[config.mk]
export PLATFORM = sky130hd
export DESIGN_NAME = timer
export DESIGN_NICKNAME = d
export VERILOG_FILES = /design/src/rtl/timer.sv
export SDC_FILE = /design/constraint.sdc
export NUM_CORES = 1
export LEC_CHECK = 0
export CORE_ASPECT_RATIO = 0.9
export CORE_MARGIN = 2
export CORE_UTILIZATION = 39
export DETAILED_ROUTE_END_ITERATION = 16
export PLACE_DENSITY = 0.84
export SETUP_SLACK_MARGIN = 0.2
export SYNTH_ARGS = -nofsm -noshare
export SYNTH_HDL_FRONTEND = slang
export SYNTH_SLANG_ARGS = --single-unit
[constraint.sdc]
create_clock -name clk -period 1.7 [get_ports clk]
set_input_delay 0.17 -clock clk [delete_from_list [all_inputs] [get_ports clk]]
set_output_delay 0.17 -clock clk [all_outputs]
set_load 0.01 [all_outputs]
[src/rtl/timer.sv]
// Memory-mapped up-counter with three registers (STATUS, GOAL, CURR) on an APB-style bus.
// Counts from zero up to GOAL, then parks in COMPLETE; supports pause via the STOP bit.
module timer #(
  parameter int                   timerbits     = 8,
  parameter int                   addrWidth     = 32,
  parameter logic [addrWidth-1:0] timerBaseAddr = '0
) (
  input  logic                 clk,
  input  logic                 reset,
  input  logic                 sel,
  input  logic                 enable,
  input  logic                 write,
  input  logic [addrWidth-1:0] addr,
  input  logic [timerbits-1:0] wdata,
  output logic [timerbits-1:0] rdata,
  output logic                 ready,
  output logic                 slverr
);

  typedef enum logic [1:0] {
    IDLE     = 2'd0,
    RUNNING  = 2'd1,
    COMPLETE = 2'd2
  } state_t;

  state_t               state;
  logic                 start;
  logic                 stop;
  logic [timerbits-1:0] goal;
  logic [timerbits-1:0] curr;

  logic [addrWidth-1:0] offset;
  logic                 hit;
  logic                 wr_status;
  logic                 wr_goal;
  logic                 wr_curr;
  logic [timerbits-1:0] status_word;

  // Offset arithmetic keeps the window check a single unsigned compare.
  assign offset    = addr - timerBaseAddr;
  assign hit       = sel && (offset < addrWidth'(3));
  assign ready     = reset && sel && enable && hit;
  assign wr_status = ready && write && (offset == addrWidth'(0));
  assign wr_goal   = ready && write && (offset == addrWidth'(1));
  assign wr_curr   = ready && write && (offset == addrWidth'(2));
  assign slverr    = wr_curr || (wr_goal && (state == RUNNING));

  assign status_word = {{(timerbits-4){1'b0}}, state, stop, start};

  always_comb begin
    rdata = '0;
    if (ready && !write) begin
      case (offset[1:0])
        2'd0:    rdata = status_word;
        2'd1:    rdata = goal;
        2'd2:    rdata = curr;
        default: rdata = '0;
      endcase
    end
  end

  // Bus writes take precedence over the counting step on the same edge.
  always_ff @(posedge clk or negedge reset) begin
    if (!reset) begin
      state <= IDLE;
      start <= 1'b0;
      stop  <= 1'b0;
      goal  <= '0;
      curr  <= '0;
    end else if (wr_status) begin
      stop <= wdata[1];
      if (!wdata[0]) begin
        state <= IDLE;
        start <= 1'b0;
        curr  <= '0;
      end else if (state == RUNNING) begin
        start <= 1'b1;
      end else begin
        state <= RUNNING;
        start <= 1'b1;
        curr  <= '0;
      end
    end else if (wr_goal) begin
      if (state != RUNNING) begin
        goal <= wdata;
      end
    end else if (state == RUNNING && !stop) begin
      // Equality stop means CURR never wraps, and GOAL=0 completes immediately.
      if (curr == goal) begin
        state <= COMPLETE;
      end else begin
        curr <= curr + timerbits'(1);
      end
    end
  end

endmodule

# == Word level (Yosys, flattened, before mapping) ==
# Cells that the tools add are included.
# classes
n_addsub,1
n_lt_le_gt_ge,1
eq_ne,10
n_mux,15
bitwise_logic,1
reduce_logical,21
# op_table
cell,n
$mux W8,7
$eq A32 B1 Y1 const B,1
$eq A32 B2 Y1 const B,1
$logic_not A32 Y1,1
$lt A32 B2 Y1 const B,1
$pmux W8 S3,1
$mux W2,6
$logic_and A1 B1 Y1,11
$add A8 B1 Y8 const B,1
$eq A8 B8 Y1,1
$reduce_and A4 Y1,2
$eq A2 B1 Y1 const B,2
$ne A2 B2 Y1 const B,2
$reduce_bool A2 Y1,2
$ne A3 B3 Y1 const B,1
$reduce_and A3 Y1,1
$eq A2 B2 Y1 const B,1
$logic_not A1 Y1,2
$logic_not A2 Y1,1
$ne A2 B1 Y1 const B,1
$logic_or A1 B1 Y1,1
$mux W1,1
$not A1 Y1,1
# totals
regBits,20
inputBits,45
out_inout_bits,10
word_cells,54

# == Logic depth before layout (Yosys ltp) ==
# Gate-level depths: netlist of the first run.
# logic_depth
ltp_word,7
mapped_depth,7

# == Worst setup path before layout of the first run ==
# No wires, ideal clock.
# synth_timing
path_type,input -> output
startpoint,input addr[17]
endpoint,output rdata[0]
arrival_time_ns,1.609
required_ns,1.530
setup_slack_ns,-0.079
path_stages,6
cell_sequence,nor4b_1 nand4_1 nor3_1 nand2b_1 clkbuf_1 nor2_1
# synth_via
elab_chain_cells,5
# synth_lines
element,line,rtl
from (decl),13,"input logic [addrWidth-1:0] addr,"
$lt A32 B2 Y1,41,assign hit = sel && (offset < addrWidth'(3));
$logic_and A1 B1 Y1,41,
$logic_and A1 B1 Y1,42,assign ready = reset && sel && enable && hit;
named net ready,16,"output logic ready,"
$logic_and A1 B1 Y1,52,if (ready && !write) begin
$mux W8,52,
to (decl),15,"output logic [timerbits-1:0] rdata,"
# The timed path passes the listed nets, and every way through them passes these cells.

# == Worst setup path after layout of the first run ==
# layout_timing
startpoint,register curr[0]
endpoint,register curr[2]
# layout_via
elab_chain_cells,5
word_cells_on_any_way,8
cone_classes,1 x add/sub; 2 x eq/ne; 4 x mux; 1 x reduce/logical
# layout_lines
element,line,rtl
from (decl),30,logic [timerbits-1:0] curr;
from (signal assigned),92,curr <= curr + timerbits'(1);
$add A8 B1 Y8,92,
$mux W8,89,if (curr == goal) begin
$mux W8,87,end else if (state == RUNNING && !stop) begin
$mux W8,83,end else if (wr_goal) begin
$mux W8,70,end else if (wr_status) begin
# Several ways; a longest one is shown, not always the timed one. The select of a mux whose other input is x is not followed.
# A chain may end at the register's enable or synchronous reset.

==> results of run 1 <==
[cell usage after synthesis, drive strengths merged]
cell type / count / area share [%]
o21ai: 8 / 2.9
nand2: 3 / 0.81
a21boi: 1 / 0.54
and3: 1 / 0.45
and4: 2 / 1.3
nor2: 20 / 5.6
a211oi: 1 / 0.90
nor2b: 3 / 1.4
mux2i: 4 / 2.9
nand4: 5 / 2.7
dfrtp: 20 / 36
a31oi: 5 / 2.3
o21ba: 1 / 0.72
o31a: 2 / 1.4
nor4: 7 / 3.6
ha: 1 / 0.90
inv: 5 / 1.4
xnor2: 8 / 5.1
a31o: 1 / 0.63
or3: 2 / 0.90
a21o: 1 / 0.63
clkbuf: 1 / 0.27
a22o: 1 / 0.63
nor3: 4 / 2.3
nand2b: 2 / 0.90
nor4b: 2 / 1.3
or3b: 1 / 0.63
a21oi: 10 / 3.9
buf: 3 / 1.5
o211ai: 1 / 0.54
a2111o: 1 / 0.81
a221o: 1 / 0.81
a22oi: 4 / 2.2
nand3: 6 / 3.1
mux2: 10 / 8.1
[sequential cells by signal, indices dropped and copies added (netlist names)]
| register | cells |
|---|---|
| curr | 8 |
| stop | 1 |
| start | 1 |
| goal | 8 |
| state | 2 |
[routing by layer]
metal | global-route usage (%) | share of wire [%] | vias to the layer above
met2 | 53.1 | 49 | 126
met1 | 37.9 | 39 | 901
met3 | 5.75 | 6.8 | 42
met5 | 0 | 0 | -
met4 | 9.04 | 4.7 | 0
li1 | - | - | 782
[worst paths after layout]
check                             start  endpoint  slack, ps  cells after the start
worst max-delay path            curr[0]   curr[2]       -140                      5
worst min-delay path              reset   curr[5]        140                      2
worst max register to register  curr[0]   curr[2]       -140                      5
worst min register to register    start     start        490                      1
max in group asynchronous         reset   curr[2]       1310                      2
min in group clk                addr[0]  state[1]        440                      4
[timing repair]
action | CTS | global route
pin swaps | 43 | 21
hold buffers | 0 | 0
endpoints found under the setup margin | 30 | 30
setup buffers | 12 | 7
resized for setup | 186 | 64
[worst max-delay path, delay by kind of cell, from the launching register on]
family / cells / cell delay (ps)
compound gates: 2 / 650
simple gates: 2 / 340
flops: 1 / 410
xor+xnor: 1 / 330
[cells by family after synthesis]
group	Yosys count	synth area share (%)
AOI/OAI and AO/OA	38	18.9
xor gates and xnor gates	8	5.06
adders and majority gates	1	0.903
buffers and inverters	9	3.16
DFF	20	36.1
muxes	14	11.0
and+or+nand+nor	58	24.8
[through the flow]
stage	worst slack, ps	utilization, %	total power [mW]	cells	TNS, ps
finish	-144	84.1	0.999	302	-1930
global route	-253	84.1	1.01	302	-3440
CTS	-48.6	75.2	0.953	295	-99.3
detailed placement	-760	68.5	0.667	280	-19120
global placement	-673	68.5	0.664	280	-16650
floorplan	-12.8	-	0.522	148	-12.8
[final cells by class]
| type | instances | area (µm²) | area share [%] |
|---|---|---|---|
| flip-flops and latches | 20 | 503 | 17.7 |
| multi-input cells | 119 | 1250 | 43.9 |
| well taps | 44 | 55.1 | 1.94 |
| repair buffers | 111 | 976 | 34.3 |
| inverters | 5 | 18.8 | 0.660 |
| clock buffers | 3 | 41.3 | 1.45 |
[power by group]
part           leakage [nW]  internal (mW)  switching (mW)
Sequential            0.255          0.475  0.000000000429
Combinational         0.941         0.0956          0.0928
Clock                0.0216          0.159           0.177
==> qor.csv, run 1 <==
stage,metric,value,unit
floorplan,Boundary Pins,55,
timing,setup violators final,27,
global_routing,first-pass GRT wire length,9000,µm
timing,Final Max Tran Viols,0,
timing,Min Hold Slack,141,ps
detailed_routing,drt initial violations,218,
floorplan,core area,3380,µm²
critical_path,crit-path cells,xnor2_1 -> nand4_1 -> o21ai_2 -> nor4b_1 -> a221o_2,
place,Detailed Place HPWL,3480,µm
layout,FILL cells,161,
cts,clock root cell,clkbuf_8,
detailed_routing,DR WL/cell,23.2,µm
cts,worst skew pair latency,270,ps
cts,"Reg clk slew, reported paths",90,ps
layout,fin area,2840,µm²
layout,layout net count,306,
layout,"commonest non-fill, non-tap cell in the layout",buf_4,
floorplan,Die H,60.5,µm
place,Routability Congestion,0.888,
detailed_routing,final wirelength,7010,µm
synthesis,Yosys reg bits,20,
critical_path,CP max stage cell,dfrtp_1,
worst_hold_path,class of the worst hold path,input pin to asynchronous set/reset pin,
critical_path,Worst Path Required,1850,ps
cts,Clock Path Buffers,2,
synthesis,Mapped Avg Cell Area,9.36,µm²
synthesis,syn_nets,194,
critical_path,CP arrival,1990,ps
outcome,outcome,"finished, violations left",
critical_path,Critical Path Start Type,flip-flop,
detailed_routing,vias per inst,6.13,
cts,H-tree Lvls,1,
layout,Antenna Diode Count,0,
timing,Rel. slew slack,69.9,%
critical_path,Worst Path Max Fanout,4,
timing,setup ws final,-144,ps
pwr,Power Dens Cells,352,nW/µm²
global_routing,pin count of the biggest net entering global routing,21,
place,# port buffers,54,
synthesis,Post-Syn Instances,148,
global_routing,vias in the first global route,1782,
timing,Worst Max-Slew Pin Slew,449,ps
flow_run,max cap viols,0,
detailed_routing,TritonRoute pass-1 iters,5,
floorplan,Starting Density,41.0,%
global_routing,global route overflow,0,
layout,Area Growth Syn to Fin,105,%
floorplan,DIE AREA,4040,µm²
timing,min Tclk post-route,1840,ps
floorplan,chip width,66.8,µm
cts,# clock sinks,20,
floorplan,Site Rows,20,
detailed_routing,post-route ant nets,0,
detailed_routing,# DRC,0,
layout,share of layout cells above drive strength 1,65.1,%
timing,Fmax achieved,542,MHz
timing,final period utilization,108,%
outcome,failing checks,setup timing,
synthesis,mapped cell area,1390,µm²
synthesis,yosys warns,0,
detailed_routing,via count,1851,
place,"Cell Area, Placed",2310,µm²
synthesis,sequential share of the synthesized area,36.1,%
global_routing,initial antenna violation count,0,
critical_path,crit path capture type,flip-flop,
cts,CTS tree,done,
critical_path,peak per-stage delay on the critical path,410,ps
global_routing,GRT Total Usage,30.1,%
timing,RSZ-0062 raised after global routing,true,
timing,skew final,12.6,ps
critical_path,WS Path Type,flip-flop to flip-flop,
cts,CTS buffer count,3,
pwr,maximum VDD drop,0.524,mV
layout,most frequent cells in the layout,"buf_4, buf_6, dfrtp_1, buf_2, nor2_4",
timing,final hold vios,0,
synthesis,post-synth cell types,43,
pwr,Pleak,1.22,nW
(Power assumes the default switching activity.)
==> run 2: changes to the inputs <==
- CTS_CLUSTER_DIAMETER: not set -> 120
- RECOVER_POWER: not set -> 25
==> qor.csv, run 2 (synthesis gave the netlist of run 1 again) <==
stage,metric,value,unit,change
timing,skew final,12.6,ps,unchanged
layout,top flop regs,"curr x8, goal x8, state x2",,
critical_path,R2R setup slack,-140,ps,about the same
timing,Fmax achieved,542,MHz,unchanged
timing,setup ws final,-144,ps,unchanged
critical_path,crit path capture type,flip-flop,,
pwr,clock share of power,33.6,%,about the same
floorplan,Boundary Pins,55,,unchanged
critical_path,Worst Path Required,1850,ps,about the same
cts,CTS tree,done,,
pwr,maximum VDD drop,0.524,mV,about the same
floorplan,chip width,66.8,µm,unchanged
outcome,outcome,"finished, violations left",,
detailed_routing,post-route ant nets,0,,unchanged
layout,fin area,2840,µm²,-0.13%
detailed_routing,via count,1851,,unchanged
place,"Cell Area, Placed",2310,µm²,unchanged
floorplan,Die H,60.5,µm,unchanged
layout,most frequent cells in the layout,"buf_4, buf_6, dfrtp_1, buf_2, nor2_4",,
critical_path,WS Path Type,flip-flop to flip-flop,,
timing,setup violators final,27,,unchanged
cts,H-tree Lvls,1,,unchanged
layout,Antenna Diode Count,0,,unchanged
pwr,Comb power frac,18.8,%,about the same
global_routing,first-pass GRT wire length,9000,µm,unchanged
pwr,Reg power frac,47.6,%,about the same
cts,hold_buf cts,0,,unchanged
layout,Area Growth Syn to Fin,105,%,
critical_path,FF-to-FF path depth,5,,unchanged
global_routing,vias in the first global route,1782,,unchanged
flow_run,max cap viols,0,,unchanged
detailed_routing,vias per inst,6.13,,unchanged
critical_path,crit-path cells,xnor2_1 -> nand4_1 -> o21ai_2 -> nor4b_1 -> a221o_2,,
global_routing,GRT Total Usage,30.1,%,unchanged
critical_path,Worst Path Max Fanout,4,,unchanged
cts,worst skew pair latency,270,ps,about the same
critical_path,CP max stage cell,dfrtp_1,,
pwr,Net Sw Frac,27.0,%,+0.028 points
pwr,Power Dens Cells,352,nW/µm²,about the same
floorplan,Starting Density,41.0,%,unchanged
detailed_routing,DR WL/cell,23.2,µm,about the same
pwr,internal power,729,µW,-0.14%
timing,Worst Max-Slew Pin Slew,1100,ps,+653 ps
layout,layout net count,306,,unchanged
cts,"Reg clk slew, reported paths",90,ps,about the same
timing,final period utilization,108,%,unchanged
critical_path,Critical Path Start Type,flip-flop,,
timing,Final Max Tran Viols,0,,unchanged
timing,final setup TNS,-1930,ps,-1.27 ps
layout,share of layout cells above drive strength 1,64.7,%,-0.39 points
global_routing,global route overflow,0,,unchanged
place,Routability Congestion,0.888,,unchanged
critical_path,Worst R2R End,curr[2],,
detailed_routing,drt initial violations,205,,-6.0%
timing,final hold vios,0,,unchanged
worst_hold_path,class of the worst hold path,input pin to asynchronous set/reset pin,,
cts,# clock sinks,20,,unchanged
floorplan,core area,3380,µm²,unchanged
detailed_routing,# DRC,0,,unchanged
critical_path,reg2reg start,curr[0],,
global_routing,initial antenna violation count,0,,unchanged
layout,post-layout util,84.0,%,-0.11 points
pwr,P_sw,270,µW,about the same
timing,RSZ-0062 raised after global routing,true,,
timing,min Tclk post-route,1840,ps,unchanged
cts,Clock Path Buffers,2,,unchanged
place,Detailed Place HPWL,3480,µm,unchanged
timing,Rel. slew slack,26.6,%,-43 points
critical_path,peak per-stage delay on the critical path,410,ps,about the same
detailed_routing,final wirelength,7010,µm,about the same
critical_path,CP arrival,1990,ps,about the same
pwr,Pleak,1.21,nW,-0.30%
cts,clock root cell,clkbuf_8,,
outcome,failing checks,setup timing,,
floorplan,Site Rows,20,,unchanged
cts,CTS buffer count,3,,unchanged
floorplan,DIE AREA,4040,µm²,unchanged
global_routing,pin count of the biggest net entering global routing,21,,unchanged
detailed_routing,TritonRoute pass-1 iters,5,,unchanged
place,DP Worst Slack,-760,ps,unchanged
layout,"commonest non-fill, non-tap cell in the layout",buf_4,,
place,# port buffers,54,,unchanged
run 2: worst max path at each step:
stage | start | end | slack (ps) | cells past startpoint
after global routing | curr[0] | state[0] | -250 | 6
final | curr[0] | curr[2] | -140 | 5
after CTS | goal[3] | curr[7] | -50 | 5
after floorplan | addr[28] | stop | -10 | 6
after detailed placement | addr[27] | rdata[2] | -760 | 8
after global placement | addr[28] | rdata[1] | -670 | 8
run 2: worst max-delay path: cells and delay by family, from the launching register on:
family,cells,cell delay (ps)
AOI/OAI and AO/OA,2,650
DFF,1,410
and+or+nand+nor,2,340
xor gates and xnor gates,1,330
run 2: repair_timing:
item	CTS	global route
resized for setup	186	64
endpoints found under the setup margin	30	30
buffers inserted	12	7
pin swaps	43	21
endpoints found under the hold margin	0	0
run 2: cell type report:
class,count,area [µm²]
sequential,20,503
fill,163,539
multi-input combinational,119,1250
tap,44,55.1
timing repair buffer,111,972
inverter,5,18.8
clock buffer,3,41.3
run 2: stage by stage:
step | power, mW | std cells | hold slack [ps]
after CTS | 0.953 | 295 | 106
after global placement | 0.664 | 280 | 472
after detailed placement | 0.667 | 280 | 475
after global routing | 1.01 | 302 | 450
final | 0.998 | 302 | 439
after floorplan | 0.522 | 148 | -126
run 2: per-layer routing:
layer  part of all wire, %  track usage (%)  vias to the layer above
li1                      -                -                      782
met1                    39             37.9                      901
met2                    49             53.1                      126
met3                   6.8             5.75                       42
met4                   4.7             9.04                        0
met5                     0                0                        -
run 2: power by group through the flow:
stage	registers [mW]	logic [mW]	clock network, mW
2_1_floorplan	0.485	0.0371	0
3_3_place_gp	0.485	0.179	0
3_5_place_dp	0.485	0.182	0
4_1_cts	0.475	0.167	0.311
5_1_grt	0.475	0.195	0.341
6_report	0.475	0.187	0.336
==> run 3: changes to the inputs <==
--- a/config.mk
+++ b/config.mk
@@ -12,6 +12,6 @@
 export DETAILED_ROUTE_END_ITERATION = 16
 export PLACE_DENSITY = 0.84
-export RECOVER_POWER = 25
 export SETUP_SLACK_MARGIN = 0.2
+export SKIP_CTS_REPAIR_TIMING = 1
 export SYNTH_ARGS = -nofsm -noshare
 export SYNTH_HDL_FRONTEND = slang
==> constraint.sdc (replaced) <==
create_clock -name clk -period 1.7 [get_ports clk]
set_input_delay 0.17 -clock clk [delete_from_list [all_inputs] [get_ports clk]]
set_output_delay 0.17 -clock clk [all_outputs]
set_load 0.05 [all_outputs]
==> qor.csv, run 3 (synthesis gave the netlist of run 1 again) <==
stage,metric,value,unit,change
floorplan,Boundary Pins,55,,unchanged
detailed_routing,vias per inst,6.02,,-1.8%
global_routing,GRT Total Usage,27.1,%,-3.0 points
detailed_routing,# DRC,0,,unchanged
cts,H-tree Lvls,1,,unchanged
critical_path,WS Path Type,input pin to primary output,,
floorplan,DIE AREA,4040,µm²,unchanged
floorplan,Die H,60.5,µm,unchanged
timing,Rel. slew slack,71.4,%,+45 points
layout,top flop regs,"curr x8, goal x8, state x2",,
critical_path,"most used cell, CP",buf_12,,
timing,RSZ-0062 raised after global routing,true,,
timing,skew final,9.71,ps,-2.91 ps
flow_run,max cap viols,0,,unchanged
critical_path,crit-path cells,buf_6 -> nor4_4 -> nand4_1 -> buf_4 -> nor3_4 -> nand2b_1 -> buf_12 -> nor2_4 -> buf_12,,
critical_path,Worst Path Required,1530,ps,-320 ps
layout,layout net count,303,,-0.98%
global_routing,first-pass GRT wire length,8100,µm,-10%
pwr,Power Dens Cells,391,nW/µm²,+11%
floorplan,core area,3380,µm²,unchanged
critical_path,Critical Path Start Type,input pin,,
place,Routability Congestion,0.913,,+2.9%
critical_path,crit path capture type,primary output,,
pwr,Final Power,1.16,mW,+16%
timing,min Tclk post-route,1900,ps,+51.7 ps
cts,CTS tree,done,,
cts,CTS buffer count,3,,unchanged
detailed_routing,DR WL/cell,22.7,µm,-2.2%
place,# port buffers,54,,unchanged
layout,"commonest non-fill, non-tap cell in the layout",buf_4,,
critical_path,Worst Path Max Fanout,8,,+4
cts,"Reg clk slew, reported paths",80,ps,about the same
place,Detailed Place HPWL,4000,µm,+15%
layout,share of layout cells above drive strength 1,57.0,%,-7.7 points
pwr,maximum VDD drop,0.674,mV,+29%
critical_path,CP max stage cell,nor4_4,,
detailed_routing,post-route ant nets,0,,unchanged
timing,Fmax achieved,528,MHz,-2.7%
detailed_routing,final wirelength,6830,µm,-2.5%
critical_path,R2R setup slack,-90,ps,+50 ps
outcome,failing checks,setup timing,,
floorplan,Starting Density,41.0,%,unchanged
timing,final setup TNS,-2150,ps,-216 ps
timing,Worst Max-Slew Pin Slew,424,ps,-677 ps
global_routing,initial antenna violation count,1,,+1
cts,clock root cell,clkbuf_8,,
critical_path,crit-path leading delay family,simple AND/OR/NAND/NOR gates,,
floorplan,Site Rows,20,,unchanged
detailed_routing,TritonRoute pass-1 iters,7,,+2
critical_path,peak per-stage delay on the critical path,250,ps,-160 ps
cts,Clock Path Buffers,2,,unchanged
critical_path,CP arrival,1730,ps,-260 ps
worst_hold_path,class of the worst hold path,input pin to asynchronous set/reset pin,,
timing,setup ws final,-196,ps,-51.7 ps
layout,FILL cells,141,,-13%
cts,worst skew pair latency,270,ps,about the same
critical_path,CP Buf/Inv Count,4,,+4
timing,final period utilization,112,%,+3.0 points
detailed_routing,drt initial violations,198,,-3.4%
timing,setup violators final,19,,-30%
layout,Area Growth Syn to Fin,114,%,
pwr,Pleak,1.43,nW,+17%
layout,fin area,2960,µm²,+4.4%
global_routing,global route overflow,0,,unchanged
detailed_routing,via count,1812,,-2.1%
cts,# clock sinks,20,,unchanged
outcome,outcome,"finished, violations left",,
global_routing,pin count of the biggest net entering global routing,21,,unchanged
global_routing,vias in the first global route,1705,,-4.3%
place,"Cell Area, Placed",2550,µm²,+10%
floorplan,chip width,66.8,µm,unchanged
timing,final hold vios,0,,unchanged
layout,most frequent cells in the layout,"buf_4, dlymetal6s2s_1, dfrtp_1, buf_6",,
timing,Final Max Tran Viols,0,,unchanged
run 3: layout make-up:
class	instances	area, µm²	share of cell area [%]
diodes	1	2.50	0.0845
repair buffers	108	1100	37.2
clock buffers	3	41.3	1.39
clock inverters	1	30.0	1.01
multi-input cells	119	1210	40.8
well taps	44	55.1	1.86
inverters	5	18.8	0.633
flip-flops and latches	20	503	17.0
run 3: path summary, 6_finish.rpt:
kind / start / end / cells past startpoint
worst min-delay path: reset / goal[5] / 2
min in group clk: addr[0] / state[1] / 4
max in group asynchronous: reset / curr[0] / 2
worst min register to register: start / start / 1
worst max register to register: curr[0] / curr[5] / 7
worst max-delay path: addr[25] / rdata[5] / 9
run 3: through the flow:
step / hold WS (ps) / std cells / utilization [%] / setup WS, ps
after detailed placement: 490 / 281 / 75.6 / -519
after CTS: 341 / 285 / 77.7 / -431
after global placement: 467 / 281 / 75.6 / -455
after global routing: 50.8 / 301 / 87.7 / -288
final: 12.3 / 301 / 87.7 / -196
after floorplan: -126 / 148 / - / -286
run 3: report_power, final:
part           internal (mW)  total [mW]  switching [mW]
Clock                  0.315       0.487           0.171
Sequential             0.475       0.475  0.000000000482
Combinational          0.106       0.195          0.0899
run 3: per-layer routing:
layer | GRT usage (%) | share of wire [%]
met5 | 0 | 0
met4 | 11.1 | 4.1
met3 | 5.75 | 7.7
met2 | 48.7 | 51
met1 | 31.8 | 38
